==> src/rtl/cmos_demux_reg.sv <==
// Registered 1-to-N demultiplexer with a valid/ready handshake and a sticky protocol-error flag.
// Optional broadcast mode (all channels, retired once every channel accepts) is enabled by DEMUX_BROADCAST_EN.
module cmos_demux_reg #(
    parameter int DATA_W = 8,
    parameter int SEL_W  = 1
) (
    input  logic                          clk,
    input  logic                          rst,
    input  logic [DATA_W-1:0]             d,
    input  logic [SEL_W-1:0]              s,
`ifdef DEMUX_BROADCAST_EN
    input  logic                          bcast,
`endif
    input  logic                          in_valid,
    output logic                          in_ready,
    output logic [(2**SEL_W)*DATA_W-1:0]  y,
    output logic [(2**SEL_W)-1:0]         y_valid,
    input  logic [(2**SEL_W)-1:0]         y_ready,
    output logic                          err
);

    localparam int N_OUT = 2**SEL_W;

    typedef enum logic {IDLE, FULL} state_t;

    state_t              state_q, state_d;
    logic [DATA_W-1:0]   buf_q;
    logic [SEL_W-1:0]    sel_q;
    logic                ready_c;
    logic                xfer;
    logic                load;

    // Snapshot of the source's offer during a stall, used to detect hold-rule violations.
    logic                stall_q;
    logic [DATA_W-1:0]   hold_d_q;
    logic [SEL_W-1:0]    hold_s_q;
    logic                violation;

`ifdef DEMUX_BROADCAST_EN
    logic                bcast_q;
    logic [N_OUT-1:0]    done_q;
`endif

    // NOTE: every output of this block gets a default first, so no path can infer a latch.
    always_comb begin
        state_d = state_q;
        ready_c = 1'b0;
        xfer    = 1'b0;
        y       = '0;
        y_valid = '0;
        unique case (state_q)
            IDLE: begin
                ready_c = 1'b1;
                if (in_valid) state_d = FULL;
            end
            FULL: begin
`ifdef DEMUX_BROADCAST_EN
                if (bcast_q) begin
                    y_valid = ~done_q;
                    for (int i = 0; i < N_OUT; i++) y[i*DATA_W +: DATA_W] = buf_q;
                    xfer = &(done_q | y_ready);
                end else begin
`endif
                    for (int i = 0; i < N_OUT; i++) begin
                        if (sel_q == SEL_W'(i)) begin
                            y_valid[i]             = 1'b1;
                            y[i*DATA_W +: DATA_W]  = buf_q;
                        end
                    end
                    xfer = y_ready[sel_q];
`ifdef DEMUX_BROADCAST_EN
                end
`endif
                ready_c = xfer;
                if (xfer && !in_valid) state_d = IDLE;
            end
            default: state_d = IDLE;
        endcase
    end

    assign in_ready  = ready_c & ~rst;
    assign load      = in_valid & in_ready;
    // A stalled offer must stay valid with unchanged d/s until it is accepted.
    assign violation = stall_q & (!in_valid || (d != hold_d_q) || (s != hold_s_q));

    // NOTE: sequential state uses non-blocking assignments so every register samples pre-edge values.
    always_ff @(posedge clk or posedge rst) begin
        if (rst) begin
            state_q  <= IDLE;
            buf_q    <= '0;
            sel_q    <= '0;
            err      <= 1'b0;
            stall_q  <= 1'b0;
            hold_d_q <= '0;
            hold_s_q <= '0;
        end else begin
            state_q <= state_d;
            if (load) begin
                buf_q <= d;
                sel_q <= s;
            end
            err     <= err | violation;
            stall_q <= in_valid & ~in_ready;
            if (in_valid && !in_ready) begin
                hold_d_q <= d;
                hold_s_q <= s;
            end
        end
    end

`ifdef DEMUX_BROADCAST_EN
    always_ff @(posedge clk or posedge rst) begin
        if (rst) begin
            bcast_q <= 1'b0;
            done_q  <= '0;
        end else begin
            if (load) bcast_q <= bcast;
            if (xfer || state_q != FULL || !bcast_q) done_q <= '0;
            else                                    done_q <= done_q | y_ready;
        end
    end
`endif

endmodule

==> config.mk <==
export PLATFORM = sky130hd
export DESIGN_NAME = cmos_demux_reg
export DESIGN_NICKNAME = d
export VERILOG_FILES = /design/src/rtl/cmos_demux_reg.sv
export SDC_FILE = /design/constraint.sdc
export NUM_CORES = 1
export LEC_CHECK = 0
export ABC_AREA = 1
export CAP_MARGIN = 40
export CORE_MARGIN = 5
export CORE_UTILIZATION = 42
export CTS_CLUSTER_DIAMETER = 50
export DETAILED_ROUTE_END_ITERATION = 7
export GPL_ROUTABILITY_DRIVEN = 1
export PLACE_DENSITY = 0.74
export RECOVER_POWER = 25
export SLEW_MARGIN = 20
export SYNTH_ARGS = -nofsm -noshare
export SYNTH_HDL_FRONTEND = slang
export SYNTH_SLANG_ARGS = --single-unit
==> constraint.sdc <==
create_clock -name clk -period 1.6 [get_ports clk]
set_input_delay 0.4 -clock clk [delete_from_list [all_inputs] [get_ports clk]]
set_output_delay 0.4 -clock clk [all_outputs]
set_load 0.005 [all_outputs]
Word-level counts from Yosys, hierarchy flattened. Index checks and enable logic that the tools add are counted.

Magnitude comparators: 1. Equal/unequal tests: 2. Multiplexer cells: 12. Bitwise operators: 8. Reductions and logical operators: 6.

Operator list (number): two-way mux 16 bit (1); two-way mux 8 bit (2); != test 8 bit (1); two-way mux 1 bit (6); bitwise AND 1 bit (4); case mux 1 bit (2 select lines) (2); NOT 1 bit (3); logical AND 1 bit (2); zero test 1 bit (2); logical OR 1 bit (2); less-than comparator 1 x 2 -> 1 bit (second input constant) (1); two-way mux 2 bit (1); != test 1 bit (1); bitwise OR 1 bit (1).

Register bits: 21. Bits of input ports: 14. Logic and storage cells: 36.

Logic depth before layout (Yosys ltp). Gate-level depths: netlist of the first run.

Word-level depth: 6. Gate-level depth with buffers: 10.

Least setup slack after synthesis of the first run. Ideal clock, no wire load.

Path kind: input to output. Start: in rst. End: out in_ready. Arrival: 1175 ps. Data required time: 1200 ps. Path slack: 25 ps. Stages on the path: 3. Cells stage by stage: inv_1 -> nand2_8 -> inv_1.

Cells in the longest elaborated chain, start to end: 2.

RTL lines: start, declared (RTL line 8) `input logic rst,`; NOT 1 bit (RTL line 81) `assign in_ready = ready_c & ~rst;`; bitwise AND 1 bit (RTL line 81); end, declared (RTL line 15) `output logic in_ready,`.

Every way passes these cells.

Worst setup path after layout of the first run.
Start: reg sel_q. End: out in_ready.

Cells in the longest elaborated chain, start to end: 4.

RTL lines: start, declared (RTL line 28) `logic [SEL_W-1:0] sel_q;`; start signal, assigned (RTL line 100) `sel_q <= s;`; two-way mux 1 bit (not written as such) (2 in series) (RTL line 70) `xfer = y_ready[sel_q];`; case mux 1 bit (2 select lines) (RTL line 51) `unique case (state_q)`; bitwise AND 1 bit (RTL line 81).

Every way passes these cells. The select of a mux whose other input is x is not followed.

==> qor.yml, run 1 <==
sta:
  period_share_pct: 112
  finalMaxSlewViolations: 0
  min_period_ns: 1.80
  slew_headroom_pct: 78.7
  rsz0062_at_grt: "true"
  fin_ws_ns: -0.198
  finalSetupViolCount: 16
  worstMarginPinSlew_ns: 0.320
  clock-skew-final_ns: 0.0127
  finalSetupTns_ns: -1.58
  hold_violations: 0
  clock.fmax_mhz: 556
power_and_ir_drop:
  vdd_drop_max_v: 0.000668
  power.leakage_nw: 1.00
  power_density_mw_per_mm2: 1030
  p_sw_mw: 0.708
  internal_power_mw: 1.17
  total_power_mw: 1.87
  p_clk_share_pct: 14.2
  pwr-share-seq_pct: 37.9
  switching_share_pct: 37.7
  comb_power_share_pct: 47.9
worst_hold_path:
  holdPathEnd: "err"
  min_path_type: "flop to flop"
  min_from: "stall_q"
  whs_path_depth: 2
finish:
  fill_cells: 239
  final-seq-area_sq_um: 526
  drive_gt1_share_pct: 45.7
  fin_nets: 234
  area_growth_pct: 50.1
  final_cells: 250
  multi_input_area_sq_um: 602
  num_antenna_cells: 0
cts:
  htreeDepth: 1
  cts-root-buf: "clkbuf_4"
  clkTransAtPathRegs_ns: 0.13
  cts_sinks: 21
  numCtsBuffers: 3
  cts_tree: "built"
  clk_latency_ns: 0.31
  clk_path_buf_depth: 2
route:
  drtAntennaViolNets: 0
  wl_microns: 3080
  routedWlPerCell_microns: 12.3
  first_pass_iters: 4
  via_per_inst: 4.47
  drtIter0Drc: 25
  drc: 0
  num_vias: 1117
setup_path:
  r2r-end: "buf_q[3]"
  required_ns: 1.20
  r2r_start: "sel_q"
  criticalPathCategory: "flop to output pin"
  arrival_ns: 1.40
  cp_max_fo: 2
  start_kind: "flop"
  end_kind: "output pin"
  ff2ff_path_depth: 11
  r2r_slack_ns: 0
global_route:
  grt_start_max_net_pins: 22
  grt_overflow: 0
  grt_pass1_vias: 1113
  grt_pass1_wl_microns: 4820
  gr-usage-all-layers_pct: 14.4
  antenna_found_initial: 0
run:
  max_cap_violations: 0
synth:
  netlist_area_sq_mm: 0.00122
  ys_seq_area_share_pct: 43.2
  syn_avg_cell_area_sq_um: 7.95
  synth_warnings: 0
  synth.distinct_cells: 17
  syn-instance-count: 153
  synth_nets: 167
  synth.largest_area_cell: "dfrtp_1"
  yosysTopAreaCellShare_pct: 43.2
  synth_area_leaders: "dfrtp_1 43%, nand2_1 13%, o21ai_2 11%"
  synth-seq-cells: 21
die:
  pin_count: 34
  fp.dieH_microns: 63.8
  core-area_sq_mm: 0.00276
  die_w_microns: 63.8
  dieArea_sq_mm: 0.00407
  rows: 19
  start_util_pct: 44.1
place:
  dp.cells: 232
  dp_hpwl_microns: 2160
  gp_congestion: 0.738
  port_buffers: 33
  dp_slack_ns: -0.500
status:
  violations: "setup timing"
  status: "finished, violations left"
## worst max-delay path, cell delays in order (launching register included)
cell and delay, ns:
dfrtp_1 0.45, buf_6 0.15, nand2_4 0.08, inv_4 0.04, nand2_4 0.06, nand2_4 0.05, inv_4 0.07, nand2_8 0.05
inv_2 0.04, buf_2 0.10
## synthesized netlist by cell type, drive strengths merged
cell   instances
a21oi          1
buf            2
dfrtp         21
inv           34
nand2         53
nand3          1
nor2          22
nor3           1
o21ai         17
xor2           1
## flip-flops by register name, summed over array words and instances, names as in the netlist
name / cells
hold_s_q: 1
err: 1
sel_q: 1
hold_d_q: 8
stall_q: 1
state_q: 1
buf_q: 8
## logic make-up after synthesis
logic type                after synthesis  share of synthesized area [%]
AOI/OAI and AO/OA                      18                           12.0
buffers and inverters                  36                           13.8
xor gates and xnor gates                1                          0.720
DFF                                    21                           43.2
and+or+nand+nor                        77                           30.2
## worst max path at each step
stage                          start        to  slack (ns)  depth (start not counted)
after floorplan                  rst  in_ready        0.02                          3
after global placement    y_ready[1]  in_ready       -0.47                          8
after detailed placement  y_ready[1]  in_ready       -0.50                          8
after CTS                      sel_q  in_ready       -0.16                          8
after global routing           sel_q  in_ready       -0.26                          9
final                          sel_q  in_ready       -0.20                          9
## layout make-up
cell class / instances / share of cell area, %
Clock buffer: 4 / 1.44
Multi-Input combinational cell: 97 / 33.0
Tap cell: 31 / 2.12
Inverter: 34 / 7.40
Timing Repair Buffer: 63 / 27.3
Sequential cell: 21 / 28.8
## layout by cell type, fill, tap and decap left out, drive strengths merged
master | netlist | routed
clkbuf | 0 | 6
nor2 | 22 | 23
nand2 | 53 | 53
nor3 | 1 | 1
buf | 2 | 47
o21ai | 17 | 17
a21oi | 1 | 1
dfrtp | 21 | 21
nand3 | 1 | 1
inv | 34 | 34
xor2 | 1 | 1
clkdlybuf4s50 | 0 | 13
dlymetal6s2s | 0 | 1
## power groups by stage
stage	sequential, mW	combinational (mW)	clock (mW)
after CTS	0.710	0.773	0.265
after floorplan	0.705	0.428	0
final	0.711	0.897	0.267
after global placement	0.711	0.725	0
after detailed placement	0.724	0.749	0
after global routing	0.723	0.994	0.299
## metal layers
metal  vias to the layer above  wire length, microns  track usage [%]
li1                        581                     -                -
met4                         0                    44             4.16
met5                         -                     0                0
met3                         4                   131             4.55
met2                        21                  1640             25.8
met1                       511                  1260             16.3
## timing repair
item	in CTS	in global routing
hold buffers	0	0
buffers inserted	5	8
cloned	0	1
pin swaps	4	6
endpoints found under the setup margin	19	31
gates resized for setup	85	22
## stage by stage
| step | hold slack (ns) | cell area, sq um | utilization [%] |
|---|---|---|---|
| floorplan | 0.418 | 1220 | - |
| global placement | 0.440 | 1690 | 61.1 |
| detailed placement | 0.451 | 1690 | 61.1 |
| CTS | 0.479 | 1700 | 61.7 |
| global route | 0.507 | 1830 | 66.2 |
| finish | 0.472 | 1830 | 66.2 |
(Power assumes the default switching activity.)
==> run 2: changes to the inputs <==
Settings changed: CORE_UTILIZATION 42 to 40, PLACE_DENSITY 0.74 to 0.71.
==> qor.yml, run 2 (synthesized netlist as in run 1, its figures left out) <==
status:
  status: "finished, violations left"
  violations: "setup timing"
global_route:
  met3_usage_pct: 3.25
  use_met1_pct: 16.1
  antenna_found_initial: 0
  grt_pass1_vias: 1181
  grt_use_met2_pct: 29.1
  grt_start_max_net_pins: 22
  grt_overflow: 0
  grt_most_used_layer: "met2"
  gr-usage-all-layers_pct: 14.9
  grt_pass1_wl_microns: 5010
finish:
  reg_top3: "buf_q (8), hold_d_q (8)"
  mostFrequentLayoutCells: "40 x nand2_1, 29 x inv_1, 29 x buf_4, 20 x dfrtp_1"
  drive_gt1_share_pct: 44.4
  num_antenna_cells: 0
  fin_nets: 238
  layout_commonest_cell: "nand2_1"
  fin_util_pct: 61.4
  area_growth_pct: 50.4
route:
  wl_microns: 2970
  drc: 0
  via_per_inst: 4.46
  drtIter0Drc: 21
  first_pass_iters: 4
  drtAntennaViolNets: 0
  num_vias: 1143
  routedWlPerCell_microns: 11.6
setup_path:
  arrival_ns: 1.39
  start_kind: "flop"
  ff2ff_path_depth: 11
  required_ns: 1.20
  criticalPathCategory: "flop to output pin"
  cp-startpoint: "sel_q"
  end_kind: "output pin"
  cp_max_fo: 3
  r2r_start: "sel_q"
sta:
  slew_headroom_pct: 82.3
  worstMarginPinSlew_ns: 0.266
  finalSetupViolCount: 19
  clock.fmax_mhz: 558
  hold_violations: 0
  finalMaxSlewViolations: 0
  clock-skew-final_ns: 0.00490
  period_share_pct: 112
  rsz0062_at_grt: "true"
  fin_ws_ns: -0.193
  min_period_ns: 1.79
die:
  dieArea_sq_mm: 0.00424
  fp.dieH_microns: 65.1
  core-area_sq_mm: 0.00298
  start_util_pct: 40.8
  pin_count: 34
  die_w_microns: 65.1
  rows: 20
cts:
  cts_sinks: 21
  clk_path_buf_depth: 2
  clkTransAtPathRegs_ns: 0.12
  cts_hold_buf: 0
  cts_tree: "built"
  htreeDepth: 1
  clk_latency_ns: 0.30
  numCtsBuffers: 3
  cts-root-buf: "clkbuf_4"
worst_hold_path:
  min_from: "stall_q"
  min_path_type: "flop to flop"
  whs_path_depth: 2
place:
  gp_congestion: 0.790
  dp_hpwl_microns: 2260
  port_buffers: 33
power_and_ir_drop:
  power_density_mw_per_mm2: 987
  vdd_drop_max_v: 0.000455
  power.leakage_nw: 1.01
  total_power_mw: 1.81
run:
  max_cap_violations: 0
-- run 2: cell types whose count changed in the layout (fill, tap and decap cells not counted) --
cell           delta
buf_2             -2
buf_4             +6
dfrtp_1           -1
dfrtp_2           +1
dlygate4sd2_1     +1
nand2_1           +1
nand2_2           +1
nand2_4           -2
nor2_1            +4
nor2_2            -2
nor2_4            -3
-- run 2: what timing repair did --
| item | 4_1_cts | 5_1_grt |
|---|---|---|
| resized for setup | 81 | 16 |
| setup buffers | 8 | 5 |
| setup endpoints to repair | 19 | 38 |
| pin swaps | 3 | 4 |
-- run 2: report_power, final --
group | switching (mW) | internal [mW] | total, mW
registers | 0.0573 | 0.644 | 0.702
clock network | 0.163 | 0.0972 | 0.260
logic | 0.434 | 0.409 | 0.843
-- run 2: through the flow --
stage	instances	worst slack (ns)	TNS, ns	cell area [sq um]	hold slack, ns
CTS	252	-0.162	-1.89	1780	0.476
global placement	240	-0.480	-4.19	1720	0.430
detailed placement	240	-0.511	-5.24	1720	0.449
global route	256	-0.262	-3.69	1830	0.489
finish	256	-0.193	-1.61	1830	0.466
floorplan	153	0.0245	0	1220	0.418
-- run 2: final cells by class --
class	instances	area [sq um]
sequential	21	527
inverter	34	135
multi-input combinational	96	558
fill	281	1150
timing repair buffer	68	542
clock buffer	4	26.3
tap	33	41.3
-- run 2: path summary, 6_finish.rpt --
check                              end  slack [ns]
min                                err        0.47
max in group asynchronous        sel_q        0.77
max                           in_ready       -0.19
min reg2reg                        err        0.47
min in group asynchronous  hold_d_q[3]        0.60
max reg2reg                hold_d_q[5]           0
-- run 2: critical path: stages, from the launching register on --
cell     delay (ns)
dfrtp_2        0.43
buf_6          0.12
nor2_4         0.16
nand2_2        0.07
nand2_2        0.08
inv_4          0.05
nand2_8        0.06
inv_4          0.03
buf_6          0.10
-- run 2: routing by layer --
layer	vias up	wire length [microns]
met5	-	0
li1	585	-
met1	530	1200
met4	0	25
met3	4	123
met2	24	1620
==> run 3: changes to the inputs <==
Settings changed: ABC_AREA 1 to unset, PLACE_DENSITY 0.71 to 0.7.
Clock period 1.6 ns to 1.7 ns, I/O delays scaled along.
==> qor.yml, run 3 <==
cts:
  clk_latency_ns: 0.31
  cts_tree: "built"
  clkTransAtPathRegs_ns: 0.12
  numCtsBuffers: 3
  clk_path_buf_depth: 2
  htreeDepth: 1
  cts_sinks: 21
  cts-root-buf: "clkbuf_4"
  cts_hold_buf: 0
sta:
  period_share_pct: 108
  min_period_ns: 1.84
  worstMarginPinSlew_ns: 0.512
  slew_headroom_pct: 65.8
  finalSetupTns_ns: -3.13
  finalSetupViolCount: 33
  hold_violations: 0
  clock-skew-final_ns: 0.00448
  whs_ns: 0.519
  finalMaxSlewViolations: 0
  fin_ws_ns: -0.139
  rsz0062_at_grt: "true"
  clock.fmax_mhz: 544
place:
  port_buffers: 33
  dp_hpwl_microns: 1660
  gp_congestion: 0.652
  dp.cells: 152
global_route:
  gr-usage-all-layers_pct: 14.9
  grt_start_max_net_pins: 22
  antenna_found_initial: 0
  grt_pass1_vias: 925
  grt_overflow: 0
  grt_pass1_wl_microns: 4600
synth:
  synth_edf_count: 0
  yosys-top-cells-count: "21 x dfrtp_1, 18 x mux2_4, 9 x and2_1, 8 x and3_1, 5 x xor2_1"
  ys.flop_type: "dfrtp_1"
  synth.largest_area_cell: "dfrtp_1"
  synth_nets: 97
  ys_seq_area_share_pct: 47.6
  synth_area_leaders: "dfrtp_1 48%, mux2_4 24%, and2_1 5.1%"
  synth-seq-cells: 21
  synthArstFlopShare_pct: 100
  yosysMostFrequentCell: "dfrtp_1"
  yosysTopAreaCellShare_pct: 47.6
  syn_avg_cell_area_sq_um: 13.3
  netlist_area_sq_mm: 0.00110
  synth_warnings: 0
  synth.distinct_cells: 20
  syn-instance-count: 83
power_and_ir_drop:
  vdd_drop_max_v: 0.000701
  power_density_mw_per_mm2: 1020
  power.leakage_nw: 0.874
finish:
  drive_gt1_share_pct: 61.5
  final-seq-area_sq_um: 527
  final_cells: 174
  fill_cells: 208
  reg_top3: "buf_q (8), hold_d_q (8)"
  fin_nets: 158
  num_antenna_cells: 0
  mostFrequentLayoutCells: "26 x buf_6, 20 x dfrtp_1, 18 x mux2_4, 13 x clkdlybuf4s50_1, 10 x buf_4"
  area_growth_pct: 63.4
  layout_commonest_cell: "buf_6"
  fin_util_pct: 66.5
  multi_input_area_sq_um: 608
setup_path:
  cp_max_fo: 5
  critPathMaxStageDelay_ns: 0.47
  crit_path_top_delay_cell: "dfrtp_2"
  criticalPathCategory: "flop to output pin"
  end_kind: "output pin"
  path_cells: "buf_6 -> mux2i_4 -> a21oi_2 -> buf_2"
  required_ns: 1.27
  arrival_ns: 1.41
  start_kind: "flop"
die:
  dieArea_sq_mm: 0.00391
  core-area_sq_mm: 0.00271
  die_w_microns: 62.5
  start_util_pct: 40.7
  fp.dieH_microns: 62.5
  pin_count: 34
  rows: 19
route:
  num_vias: 841
  via_per_inst: 4.83
  first_pass_iters: 4
  drtIter0Drc: 21
  drc: 0
  drtAntennaViolNets: 0
  routedWlPerCell_microns: 15.6
  wl_microns: 2720
status:
  status: "finished, violations left"
  violations: "setup timing"
run:
  max_cap_violations: 0
worst_hold_path:
  min_path_type: "flop to flop"
-- run 3: area by class of cell --
class	instances	area share [%]
Multi-Input combinational cell	56	33.7
Clock buffer	4	1.46
Inverter	2	0.416
Timing Repair Buffer	60	33.0
Tap cell	31	2.15
Sequential cell	21	29.2
-- run 3: path summary, 6_finish.rpt --
| check | start | to | slack (ns) | cells past startpoint |
|---|---|---|---|---|
| worst max-delay path | sel_q | in_ready | -0.14 | 4 |
| worst min-delay path | stall_q | err | 0.52 | 2 |
| worst max register to register | sel_q | hold_d_q[6] | -0.13 | 8 |
| worst min register to register | stall_q | err | 0.52 | 2 |
| max in group asynchronous | rst | sel_q | 0.63 | 3 |
| min in group asynchronous | rst | state_q | 0.71 | 3 |
-- run 3: through the flow --
stage | cell area (sq um) | worst slack (ns) | power (mW)
6_report | 1800 | -0.139 | 1.83
5_1_grt | 1800 | -0.206 | 1.94
4_1_cts | 1750 | -0.121 | 1.77
3_5_place_dp | 1530 | -0.419 | 1.32
3_3_place_gp | 1530 | -0.416 | 1.31
2_1_floorplan | 1100 | 0.273 | 1.01
-- run 3: routing by layer --
layer  GRT usage [%]  share of wire, %  vias up
met1            17.0                41      410
li1                -                 -      405
met3            4.86               5.3        5
met2            24.6                51       21
met5               0                 0        -
met4            7.96               2.0        0
-- run 3: power breakdown --
| group | switching [mW] | internal (mW) |
|---|---|---|
| logic | 0.274 | 0.617 |
| registers | 0.0860 | 0.604 |
| clock network | 0.159 | 0.0919 |
| total | 0.519 | 1.31 |
-- run 3: what timing repair did --
action,4_1_cts,5_1_grt
cloned,3,0
endpoints found under the setup margin,24,38
resized for setup,106,15
pin swaps,8,1
buffers inserted,11,6
-- run 3: logic make-up after synthesis --
kind of cell	Yosys count	synth area share, %
AND/OR/NAND/NOR	24	14.1
flip-flops	21	47.6
multiplexers	19	25.4
XOR/XNOR	9	7.14
buffers and inverters	7	3.74
AO/OA/AOI/OAI	3	2.04
-- run 3: worst max-delay path: cells and delay by family (launching register included) --
| family | cells | cell delay, ns |
|---|---|---|
| multiplexers | 1 | 0.18 |
| buffers and inverters | 2 | 0.27 |
| AO/OA/AOI/OAI | 1 | 0.18 |
| flip-flops | 1 | 0.47 |
==> variant 1: new RTL, flow settings as in run 1 <==
`DATA_W`: 8 -> 6.
--- a/src/rtl/cmos_demux_reg.sv
+++ b/src/rtl/cmos_demux_reg.sv
@@ -2,5 +2,5 @@
 // Optional broadcast mode (all channels, retired once every channel accepts) is enabled by DEMUX_BROADCAST_EN.
 module cmos_demux_reg #(
-    parameter int DATA_W = 8,
+    parameter int DATA_W = 6,
     parameter int SEL_W  = 1
 ) (
Interface: changed (resized d and y); port bits go from 34 to 28. No check against the original RTL was run, so the function may have changed too.
==> variant 1 against run 1 <==
The run still ends with negative setup slack left; final area decreased by 24%; sequential cell count decreased by 4; via count decreased by 20%; synthesized area decreased by 18%; die area decreased by 15%; total power decreased by 23%; setup slack improved by 0.11 ns; wire length decreased by 25%; largest power group unchanged.
==> variant 1: results (changes against run 1) <==
Num CTS Buffers=3 (unchanged); Worst-Margin Slew=0.910 ns (+0.590 ns); CP max stage delay=0.45 ns (about the same); asr flop ratio synth=1.00 (unchanged); min-delay src=stall_q; Cells after DPL=190 (-18%); largest net degree at the start of global routing=18 (-18%); FILL cells=205 (-14%); crit path time final=1.68 ns (-0.114 ns); CP Data Arrival Time=1.28 ns (-0.12 ns); register area share after synthesis=0.426 (-0.00657); post-place setup slack=-0.397 ns (+0.103 ns); mux share of post-synthesis cell area=0 (unchanged); Post-Synthesis Net Count=141 (-16%); failing checks=negative setup slack; Compound-Gate Fraction of Synth Area=0.119 (-0.00147); Via density=4.50 (+0.72%); Distinct cells, synth=16 (-1); Tightest Hold Check Type=reg -> reg; Reg2Reg Depth=10 (-1); sum of negative setup slack=-0.716 ns (+0.864 ns); ant diodes=0 (unchanged); final WL=2310 um (-25%); top cells by area, synth=dfrtp_1 (43%), nand2_1 (12%), o21ai_2 (11%); flop2flop setup slack=0.21 ns (+0.21 ns); Worst-path clk slew=0.11 ns (-0.02 ns); port bufs=27 (-18%); vias in the first global route=915 (-18%); Avg Synthesized Cell Area=7.75 um^2 (-2.5%); H-tree depth=1 (unchanged); hold path depth=2 (unchanged); worst-path maximum fanout=6 (+4); yosys warns=0 (unchanged); Worst IR Drop VDD=0.643 mV (-3.7%); critical path's slowest cell=dfrtp_2; outcome=finished with violations; Worst R2R End=buf_q[4]; Post-Synth Adder-Cell Area=0 (unchanged); DP HPWL=1700 um (-21%); DR iter-0 viols=6 (-76%); clk_skew=0.00857 ns (-0.00413 ns); first-pass GRT wire length=3880 um (-19%); r2r startpoint=sel_q; most instantiated cells after synthesis=nand2_1 (33), inv_1 (29), dfrtp_1 (17), nor2_1 (16), o21ai_2 (13); Setup Fix Bufs, Post-CTS=5 (unchanged); Largest regs=buf_q x6, hold_d_q x6; nets@finish=183 (-22%); cell leakage power=0.767 nW (-23%); post-CTS sizing=60 (-29%); xor-xnor portion of the synthesized cell area=0 (-0.00720); initial antenna violation count=0 (unchanged); Pre-Repair DR Iteration Count=4 (unchanged); Setup WS post-layout=-0.0846 ns (+0.114 ns); final setup fails=14 (-2); dpl cell area=1350 um^2 (-20%); via count=891 (-20%); RePlAce Congestion=0.823 (+12%); All-Layer GR Usage=0.149 (+0.00459); fraction of layout cells with a size suffix above 1=0.388 (-0.0684)
-- variant 1: routing by layer --
layer / up-vias / GRT usage / routed length (um) / part of all wire
li1: 453 / - / - / -
met1: 418 / 0.153 / 885 / 0.38
met2: 18 / 0.279 / 1260 / 0.55
met3: 2 / 0.0395 / 130 / 0.056
met4: 0 / 0.0615 / 29 / 0.013
met5: - / 0 / 0 / 0
-- variant 1: tightest hold or removal path, stage by stage, from the launching register on --
cell and delay, ns:
dfrtp_1 0.34, nand2_1 0.05, nand2_1 0.04
-- variant 1: stage by stage --
step / utilization / hold WS (ns) / total power, W
floorplan: - / 0.358 / 0.000910
global placement: 0.603 / 0.435 / 0.00115
detailed placement: 0.603 / 0.438 / 0.00118
CTS: 0.608 / 0.455 / 0.00142
global route: 0.617 / 0.509 / 0.00155
finish: 0.617 / 0.455 / 0.00144
-- variant 1: how the worst max path moves through the flow --
stage               startpoint       end  slack [ns]  depth (start not counted)
floorplan                  rst  in_ready        0.12                          3
global placement    y_ready[1]  in_ready       -0.39                          6
detailed placement  y_ready[1]  in_ready       -0.40                          6
CTS                      sel_q  in_ready       -0.14                          7
global route             sel_q      y[0]       -0.16                          5
finish                   sel_q      y[0]       -0.08                          5
-- variant 1: where the power goes --
part | switching, W | internal (W)
Clock | 0.000147 | 0.0000933
Sequential | 0.0000560 | 0.000520
Combinational | 0.000331 | 0.000294
-- variant 1: cell families after synthesis --
logic type | after synthesis
buf+inv | 34
simple gates | 64
compound gates | 14
flops | 17
-- variant 1: layout make-up --
class                   count  area, um^2  area share
clock buffers               3        22.5      0.0163
repair buffers             39         322       0.233
clock inverters             1        5.00     0.00363
flip-flops and latches     17         427       0.309
multi-input cells          78         443       0.321
well taps                  28        35.0      0.0254
inverters                  32         125      0.0907
==> variant 2: new RTL, flow settings as in run 1 <==
Made on the original files. Put one more register stage on the output `err`. The value now appears one clock later. The other outputs are not delayed to match.
--- a/src/rtl/cmos_demux_reg.sv
+++ b/src/rtl/cmos_demux_reg.sv
@@ -23,4 +23,6 @@
 
     typedef enum logic {IDLE, FULL} state_t;
+
+    logic err_s0;
 
     state_t              state_q, state_d;
@@ -90,5 +92,5 @@
             buf_q    <= '0;
             sel_q    <= '0;
-            err      <= 1'b0;
+            err_s0   <= 1'b0;
             stall_q  <= 1'b0;
             hold_d_q <= '0;
@@ -100,5 +102,5 @@
                 sel_q <= s;
             end
-            err     <= err | violation;
+            err_s0  <= err_s0 | violation;
             stall_q <= in_valid & ~in_ready;
             if (in_valid && !in_ready) begin
@@ -122,4 +124,8 @@
 `endif
 
+    always_ff @(posedge clk) begin
+        err <= err_s0;
+    end
+
 endmodule
 
Behaviour: not the same (a bounded check fails within 4 cycles, from zero or initial values and one cycle with rst high).
==> variant 2 against run 1 <==
Worst hold slack lost 0.083 ns; final cell count is 3.2% lower; setup slack gained 0.076 ns; first-iteration DRC count shrank 44%; final area shrank 3.4%; total power is 3.9% lower; via count down 0.45%; synthesized area up 1.6%; wire length fell by 6.9%; non-clock buffer count fell by 8; the run still ends with negative setup slack left; utilization down 2.8 points; critical path depth shrank 2; fmax grew 4.4%; sequential cell count up 1.
==> variant 2: results (changes against run 1) <==
Tightest Hold Check Type=reg -> reg; most instantiated cells after synthesis=nand2_1 (43), inv_1 (31), dfrtp_1 (21), nor2_1 (20), o21ai_2 (15); largest net degree at the start of global routing=22 (unchanged); Pre-Repair DR Iteration Count=4 (unchanged); Final Max Slew Viols=0 (unchanged); Worst IR Drop VDD=0.874 mV (+31%); DP HPWL=2150 um (-0.61%); CP Data Arrival Time=1.32 ns (-0.08 ns); All-Layer GR Usage=0.135 (-0.00880); clk_skew=0.00345 ns (-0.00925 ns); flop2flop setup slack=0.09 ns (+0.09 ns); CTS root buffer=clkbuf_4; ys flop type=dfrtp_1; cell leakage power=0.962 nW (-3.8%); Distinct cells, synth=18 (+1); Num CTS Buffers=3 (unchanged); asr flop ratio synth=0.955 (-0.0455); CTS max path bufs=2 (unchanged); outcome=finished with violations; wire per inst=11.8 um (-3.8%); Largest regs=buf_q x8, hold_d_q x8; vias in the first global route=1060 (-4.8%); DR iter-0 viols=14 (-44%); failing checks=negative setup slack; ant diodes=0 (unchanged); worst-path maximum fanout=3 (+1); H-tree depth=1 (unchanged); Worst-path clk slew=0.12 ns; first-pass GRT wire length=4510 um (-6.3%); Clock Latency Late Sink=0.31 ns (about the same); Post-Synthesis Net Count=168 (+0.60%); Via density=4.60 (+2.8%); yosys warns=0 (unchanged); final WL=2870 um (-6.9%); fraction of layout cells with a size suffix above 1=0.403 (-0.0538); Hold Slack=0.389 ns (-0.0827 ns); nets@finish=226 (-3.4%); Worst-Margin Slew=0.272 ns (-0.0476 ns); top cells by area, synth=dfrtp_1 (43%), nand2_1 (13%), o21ai_2 (11%); RePlAce Congestion=0.719 (-2.6%); register area share after synthesis=0.441 (+0.00920); port bufs=33 (unchanged); initial antenna violation count=0 (unchanged); Setup WS post-layout=-0.123 ns (+0.0756 ns); final setup fails=10 (-6); Avg Synthesized Cell Area=8.03 um^2 (+0.99%)
variant 2: power breakdown:
part           internal (W)  leakage, nW  switching [W]  total [W]
sequential         0.000669        0.261      0.0000679   0.000737
combinational      0.000365        0.686       0.000432   0.000797
clock             0.0000974       0.0150       0.000169   0.000266
total               0.00113        0.962       0.000669    0.00180
variant 2: metal layers:
| layer | GRT usage | vias up | routed length (um) |
|---|---|---|---|
| li1 | - | 564 | - |
| met1 | 0.154 | 524 | 1100 |
| met2 | 0.244 | 17 | 1580 |
| met3 | 0.0333 | 7 | 124 |
| met4 | 0.0458 | 0 | 59 |
| met5 | 0 | - | 0 |
variant 2: worst paths after layout:
path,start,to,depth (start not counted)
worst max register to register,sel_q,buf_q[0],11
worst max-delay path,sel_q,in_ready,7
worst min-delay path,err_s0,err,0
worst min register to register,err_s0,err,0
max in group asynchronous,rst,sel_q,3
min in group asynchronous,rst,buf_q[3],3
variant 2: stage by stage:
step	instance area, um^2	util	setup WS, ns	total power, W	TNS, ns
after floorplan	1240	-	0.0245	0.00116	0
after global placement	1710	0.613	-0.475	0.00147	-4.31
after detailed placement	1710	0.613	-0.527	0.00150	-6.15
after CTS	1690	0.607	-0.139	0.00174	-0.881
after global routing	1760	0.634	-0.192	0.00193	-1.66
final	1760	0.634	-0.123	0.00180	-0.895
variant 2: cell families (layout without fill, tap and decap cells):
logic type	after synthesis	after routing	synth area share
flops	22	22	0.441
xor+xnor	1	1	0.00709
buf+inv	36	93	0.136
compound gates	18	18	0.118
simple gates	77	77	0.298
variant 2: cell type report:
cell class | count | area [um^2]
clock buffers | 4 | 26.3
fillers | 251 | 1020
inverters | 34 | 138
multi-input cells | 96 | 568
flip-flops and latches | 22 | 547
well taps | 31 | 38.8
repair buffers | 55 | 447
variant 2: repair_timing:
| action | 4_1_cts | 5_1_grt |
|---|---|---|
| endpoints found under the setup margin | 19 | 19 |
| gates resized for setup | 82 | 12 |
| pin swaps | 5 | 5 |
| buffers inserted | 2 | 3 |
variant 2: worst max-delay path, cell delays in order (launching register included):
cell	delay (ns)
dfrtp_2	0.47
nor2_4	0.15
nand2_2	0.07
nand2_2	0.09
inv_4	0.05
nand2_8	0.05
inv_2	0.03
buf_6	0.10
